<file path="src/rtl/pulse_sync_fast_tx.sv">
// Source side of a fast-to-slow pulse crossing: turns single-cycle events into a
// 4-phase req/ack handshake and replays events that arrive mid-handshake in order.
module pulse_sync_fast_tx #(
    parameter int unsigned SYNC_STAGES = 2,
    parameter int unsigned PEND_W      = 4,
    parameter int unsigned TIMEOUT     = 1023
) (
    input  logic              clk_fast,
    input  logic              rst,
    input  logic              pulse_in,
    input  logic              ack_async,
    input  logic              err_clr,
    output logic              req_out,
    output logic              busy,
    output logic [PEND_W-1:0] pending,
    output logic              overflow,
    output logic              timeout_err
);

    localparam int unsigned TO_W = $clog2(TIMEOUT + 1);
    localparam logic [TO_W-1:0]   TO_MAX   = TO_W'(TIMEOUT);
    localparam logic [TO_W-1:0]   TO_LAST  = TO_W'(TIMEOUT - 1);
    localparam logic [PEND_W-1:0] PEND_MAX = '1;

    typedef enum logic [1:0] {
        IDLE = 2'd0,
        REQ  = 2'd1,
        REL  = 2'd2
    } state_t;

    state_t                 state;
    logic [SYNC_STAGES-1:0] ack_sync;
    logic [TO_W-1:0]        to_cnt;
    logic                   ack_s;

    assign ack_s = ack_sync[SYNC_STAGES-1];

    // Handshake FSM, pending-event queue counter, phase watchdog and sticky flags.
    always_ff @(posedge clk_fast) begin
        if (rst) begin
            state       <= IDLE;
            ack_sync    <= '0;
            to_cnt      <= '0;
            req_out     <= 1'b0;
            busy        <= 1'b0;
            pending     <= '0;
            overflow    <= 1'b0;
            timeout_err <= 1'b0;
        end else begin
            ack_sync <= {ack_sync[SYNC_STAGES-2:0], ack_async};

            // Clear first so a same-cycle set below takes priority.
            if (err_clr) begin
                overflow    <= 1'b0;
                timeout_err <= 1'b0;
            end

            if (state != IDLE && pulse_in) begin
                if (pending == PEND_MAX) begin
                    overflow <= 1'b1;
                end else begin
                    pending <= pending + PEND_W'(1);
                end
            end

            case (state)
                IDLE: begin
                    if (pulse_in || pending != '0) begin
                        state   <= REQ;
                        req_out <= 1'b1;
                        busy    <= 1'b1;
                        to_cnt  <= '0;
                        // A fresh pulse with a non-empty queue is a net zero change.
                        if (!pulse_in) begin
                            pending <= pending - PEND_W'(1);
                        end
                    end
                end
                REQ: begin
                    if (ack_s) begin
                        state   <= REL;
                        req_out <= 1'b0;
                        to_cnt  <= '0;
                    end else if (to_cnt != TO_MAX) begin
                        to_cnt <= to_cnt + TO_W'(1);
                        if (to_cnt == TO_LAST) begin
                            timeout_err <= 1'b1;
                        end
                    end
                end
                REL: begin
                    if (!ack_s) begin
                        state  <= IDLE;
                        busy   <= 1'b0;
                        to_cnt <= '0;
                    end else if (to_cnt != TO_MAX) begin
                        to_cnt <= to_cnt + TO_W'(1);
                        if (to_cnt == TO_LAST) begin
                            timeout_err <= 1'b1;
                        end
                    end
                end
                default: begin
                    state   <= IDLE;
                    req_out <= 1'b0;
                    busy    <= 1'b0;
                    to_cnt  <= '0;
                end
            endcase
        end
    end

endmodule
</file>
<file path="config.mk">
export PLATFORM = sky130hd
export DESIGN_NAME = pulse_sync_fast_tx
export DESIGN_NICKNAME = d
export VERILOG_FILES = /design/src/rtl/pulse_sync_fast_tx.sv
export SDC_FILE = /design/constraint.sdc
export NUM_CORES = 1
export LEC_CHECK = 0
export CORE_ASPECT_RATIO = 0.75
export CORE_MARGIN = 3
export CORE_UTILIZATION = 35
export CTS_CLUSTER_SIZE = 30
export DETAILED_ROUTE_END_ITERATION = 16
export GPL_ROUTABILITY_DRIVEN = 0
export PLACE_DENSITY = 0.59
export REMOVE_ABC_BUFFERS = 1
export SYNTH_ARGS = -nofsm -noshare
export SYNTH_HDL_FRONTEND = slang
export SYNTH_SLANG_ARGS = --single-unit
</file>
<file path="constraint.sdc">
create_clock -name clk_fast -period 2 [get_ports clk_fast]
set_input_delay 0.4 -clock clk_fast [delete_from_list [all_inputs] [get_ports clk_fast]]
set_output_delay 0.4 -clock clk_fast [all_outputs]
set_load 0.03 [all_outputs]
</file>
Word level (Yosys, flattened, before mapping)
Index checks and enable logic that the tools add are counted.
{"block": "word_totals", "ff_bits": 22, "input_bits": 5, "out_inout_bits": 8, "elab_cells": 57}
{"block": "classes", "add_sub_neg": 3, "eq_ne": 8, "muxes": 28, "bitwise": 2, "reduce_logical": 8}
{"operator": "2-to-1 mux 10 bit", "n": 4}
{"operator": "one-hot mux 10 bit (3 select lines)", "n": 1}
{"operator": "2-to-1 mux 4 bit", "n": 5}
{"operator": "2-to-1 mux 1 bit", "n": 11}
{"operator": "adder 10 x 1 -> 10 bit, second input constant", "n": 1}
{"operator": "equality test 10 bit, second input constant", "n": 1}
{"operator": "!= test 10 bit, second input constant", "n": 1}
{"operator": "AND reduction 3 bit", "n": 3}
{"operator": "2-to-1 mux 2 bit", "n": 3}
{"operator": "!= test 2 bit, second input constant", "n": 3}
{"operator": "one-hot mux 1 bit (3 select lines)", "n": 2}
{"operator": "one-hot mux 2 bit (3 select lines)", "n": 1}
{"operator": "adder 4 x 1 -> 4 bit, second input constant", "n": 1}
{"operator": "equality test 4 bit, second input constant", "n": 1}
{"operator": "nonzero test 4 bit", "n": 1}
{"operator": "subtractor 4 x 1 -> 4 bit, second input constant", "n": 1}
{"operator": "equality test 2 x 1 -> 1 bit, second input constant", "n": 1}
{"operator": "equality test 2 bit, second input constant", "n": 1}
{"operator": "zero test 2 bit", "n": 1}
{"operator": "inverter 1 bit", "n": 2}
{"operator": "one-hot mux 1 bit (2 select lines)", "n": 1}
{"operator": "nonzero test 2 bit", "n": 1}
{"operator": "logical AND 1 bit", "n": 1}
{"operator": "logical OR 1 bit", "n": 1}

Depth between registers and ports, before layout
{"block": "depth", "ltp_word": 6, "ltp_mapped": 7}

Worst setup path before layout
No wires, ideal clock.
{"block": "synth_path", "kind": "flip-flop to flip-flop", "start": "register pending[0]", "end": "register to_cnt[7]", "t_arrival_ns": 1.828, "required_ns": 1.885, "slack_ns": 0.057, "path_stages_with_launch": 8, "path_cell_list": "dfxtp_1 inv_1 ha_1 or3b_1 buf_6 o2111ai_2 o31a_2 o21ba_1"}
{"block": "synth_between", "elab_chain_len": 3}
{"element": "start, declared", "line_no": "15", "text": "output logic [PEND_W-1:0] pending,"}
{"element": "start signal, assigned", "line_no": "62", "text": "pending <= pending + PEND_W'(1);"}
{"element": "start signal, assigned", "line_no": "75", "text": "pending <= pending - PEND_W'(1);"}
{"element": "nonzero test 4 bit", "line_no": "68", "text": "if (pulse_in || pending != '0) begin"}
{"element": "logical OR 1 bit", "line_no": "68"}
{"element": "!= test 2 bit (no source line)"}
{"element": "end signal, assigned", "line_no": "85", "text": "to_cnt <= to_cnt + TO_W'(1);"}
{"element": "end signal, assigned", "line_no": "97", "text": "to_cnt <= to_cnt + TO_W'(1);"}
{"element": "end, declared", "line_no": "33", "text": "logic [TO_W-1:0] to_cnt;"}
Every way passes these cells.
A chain may end at the register's enable or synchronous reset.

Worst setup path in the final report
{"block": "layout_path", "start": "register pending[2]", "end": "output port pending[2]"}
No word-level cell between the ends.

==> qor.csv <==
metric,value,unit
outcome,"complete, no violations",
power per cell area,1294,mW/mm^2
clk buf depth,2,
crit path max fanout,9,
"Async S/R FF share, synth",0,
CP arrival,1.49,ns
Worst Hold Slack,0.4460,ns
Slew Limit Fails,0,
I/O pin cnt,13,
CP max stage delay,0.74,ns
hold-fix buffers at CTS,0,
clock group share of total power,0.164,
post-layout net count,175,
Worst-path clk slew,0.08,ns
first-pass GRT wire length,4892,um
DRT Wirelength,2816,um
metal2 WL,1180,um
FF-to-FF path depth,6,
worst-skew pair later-pin latency,0.26,ns
Root Buffer,clkbuf_8,
Critical Path Sink Type,primary output,
vias,1132,
sequential cell area,440.4,um^2
Synth Flop Type,dfxtp_1,
switching part of the total power,0.4237,
CP top delay family,buffers and inverters,
sequential power share,0.317,
worst-margin pin slew,0.3749,ns
Die W,75.11,um
area of the multi-input gates,718.2,um^2
Worst R2R End,to_cnt[7],
combinational share of power,0.519,
r2r setup slk,0.18,ns
leakage power,0.5461,nW
fmax,528.1,MHz
largest net degree at the start of global routing,14,
Synth Register Bits,22,
wl on met1,1422,um
min-delay src,ack_sync[0],
slowest CP cell,clkdlybuf4s50_1,
initial antenna violation count,0,
Setup TNS,0,ns
metal3 WL,151,um
number of synthesized flops with an enable pin,0,
core area,0.003356,mm^2
final setup fails,0,
# Post-CTS Setup Buffers,0,
CP Launch Type,register,
"Design Area, Final",0.001493,mm^2
WS Path Type,reg -> out,
CTS tree,yes,
HP Class,reg -> reg,
reg-to-reg startpoint,pending[0],
setup ws final,0.1064,ns
CTS resizes,0,
vias in the first global route,1089,
ant diodes,0,
clock sink count,22,
Worst slew margin,0.7469,
Port Buffers,12,
Hold Path Stages,1,
"most common cell after layout, fill and taps aside",dfxtp_1,
WL per Instance,14.01,um
proportion of layout cells with a drive suffix above 1,0.1553,
CP required,1.60,ns
Synth Cell Area,0.001254,mm^2
"Avg Cell Area, Syn",8.767,um^2
Max rail drop VDD,0.7205,mV
total CTS buffers,3,
die height,57.83,um
post-route ant nets,0,
full die area,0.004344,mm^2
FP Rows,18,
DR pass1 iterations,4,
clock skew,0.002823,ns
initial DRC count,30,
post-placement cell area,0.001435,mm^2
crit path cell chain,clkdlybuf4s50_1,
crit path time final,1.894,ns
Post-Synthesis Cells,143,
WP buf/inv,1,
P&R area growth vs syn,19.06,%
yosys warns,0,
RSZ-0062 raised after global routing,no,
Net Sw Power,0.0008184,W
worst hold path endpoint,ack_sync[1],
final worst path period share,0.9468,
Initial Util,0.3736,
DR top layer,met4,
post-route DRC violation count,0,
sequential share of the synthesized area,0.3513,
H-tree Lvls,1,
Unique masters post-synth,43,
routed via count divided by cell count,5.632,
hpwl dp,2090,um
maxcap violations,0,
Filler Cell Count,317,
pre-CTS WS,-0.001069,ns
global-route total usage across every layer,0.1485,
Overflow after GRT,0,
most frequent cells in the layout,"dfxtp_1 (22), a21oi_1 (19), clkdlybuf4s50_1 (12)",
Final Hold Viols,0,
Internal,0.001113,W
-- area by class of cell --
cell class | count | share of cell area
sequential | 22 | 0.2951
multi-input combinational | 103 | 0.4811
tap | 40 | 0.03353
timing repair buffer | 21 | 0.1257
clock buffer | 4 | 0.03688
inverter | 11 | 0.02766
-- worst register-to-register path: stages (launching register included) --
cell and delay [ns]:
dfxtp_1 0.40, inv_1 0.11, ha_1 0.22, or3b_4 0.30, o2111ai_2 0.15, o31a_2 0.36, o21ba_1 0.17
-- layer usage --
layer | vias to the layer above | track usage
met5 | - | 0
li1 | 570 | -
met2 | 26 | 0.2159
met4 | 0 | 0.06853
met3 | 6 | 0.04679
met1 | 530 | 0.1992
-- cells by family (layout without fill, tap and decap cells) --
logic type | after synthesis | in the layout | share of synthesized area
muxes | 1 | 1 | 0.007984
buffers and inverters | 18 | 36 | 0.07784
and+or+nand+nor | 46 | 46 | 0.2226
AOI/OAI and AO/OA | 47 | 47 | 0.2535
DFF | 22 | 22 | 0.3513
xor gates and xnor gates | 1 | 1 | 0.006987
adders and majority gates | 8 | 8 | 0.07984
-- worst max-delay path by stage --
stage | depth (start not counted) | startpoint | slack (ns) | to
after global routing | 7 | pending[0] | 0.01 | to_cnt[5]
final | 1 | pending[2] | 0.11 | pending[2]
after CTS | 6 | pending[0] | 0.08 | to_cnt[7]
after floorplan | 6 | pending[0] | -0.003 | to_cnt[7]
after detailed placement | 5 | pulse_in | -0.001 | to_cnt[7]
after global placement | 5 | pulse_in | 0.02 | to_cnt[7]
-- stage by stage --
stage               utilization  total power [W]  instances
floorplan                     -         0.001267        136
global placement         0.4277         0.001563        197
detailed placement       0.4277         0.001597        197
CTS                      0.4441         0.001931        201
global route             0.4448         0.002100        201
finish                   0.4448         0.001931        201
-- synthesized netlist by cell type (all sizes together) (2+ instances only) --
cell type | number | area, um^2
a41oi | 2 | 17.52
nand3 | 6 | 30.03
dfxtp | 22 | 440.4
nand4 | 4 | 25.02
o211ai | 2 | 15.01
ha | 8 | 100.1
buf | 4 | 45.04
and3 | 5 | 35.03
clkbuf | 3 | 11.26
o21ai | 6 | 37.54
a21o | 2 | 16.27
o31ai | 2 | 15.01
nor3 | 5 | 25.02
inv | 11 | 41.29
nor2b | 4 | 25.02
a221oi | 2 | 17.52
nand2 | 8 | 30.03
nor2 | 3 | 18.77
or4 | 2 | 15.01
a211oi | 5 | 37.54
and4 | 2 | 20.02
a21oi | 19 | 95.09
-- sequential cells by signal, summed over array words and instances, names as in the netlist --
signal / cells
to_cnt: 10
pending: 4
overflow: 1
busy: 1
req_out: 1
timeout_err: 1
state: 2
ack_sync: 2
-- power by group through the flow --
stage / combinational, W / clock [W] / sequential [W]
2_1_floorplan: 0.000558 / 0 / 0.000709
3_3_place_gp: 0.000946 / 0 / 0.000616
3_5_place_dp: 0.000977 / 0 / 0.000620
4_1_cts: 0.000984 / 0.000336 / 0.000610
5_1_grt: 0.00112 / 0.000354 / 0.000628
6_report: 0.00100 / 0.000317 / 0.000613
(Power assumes the default switching activity.)
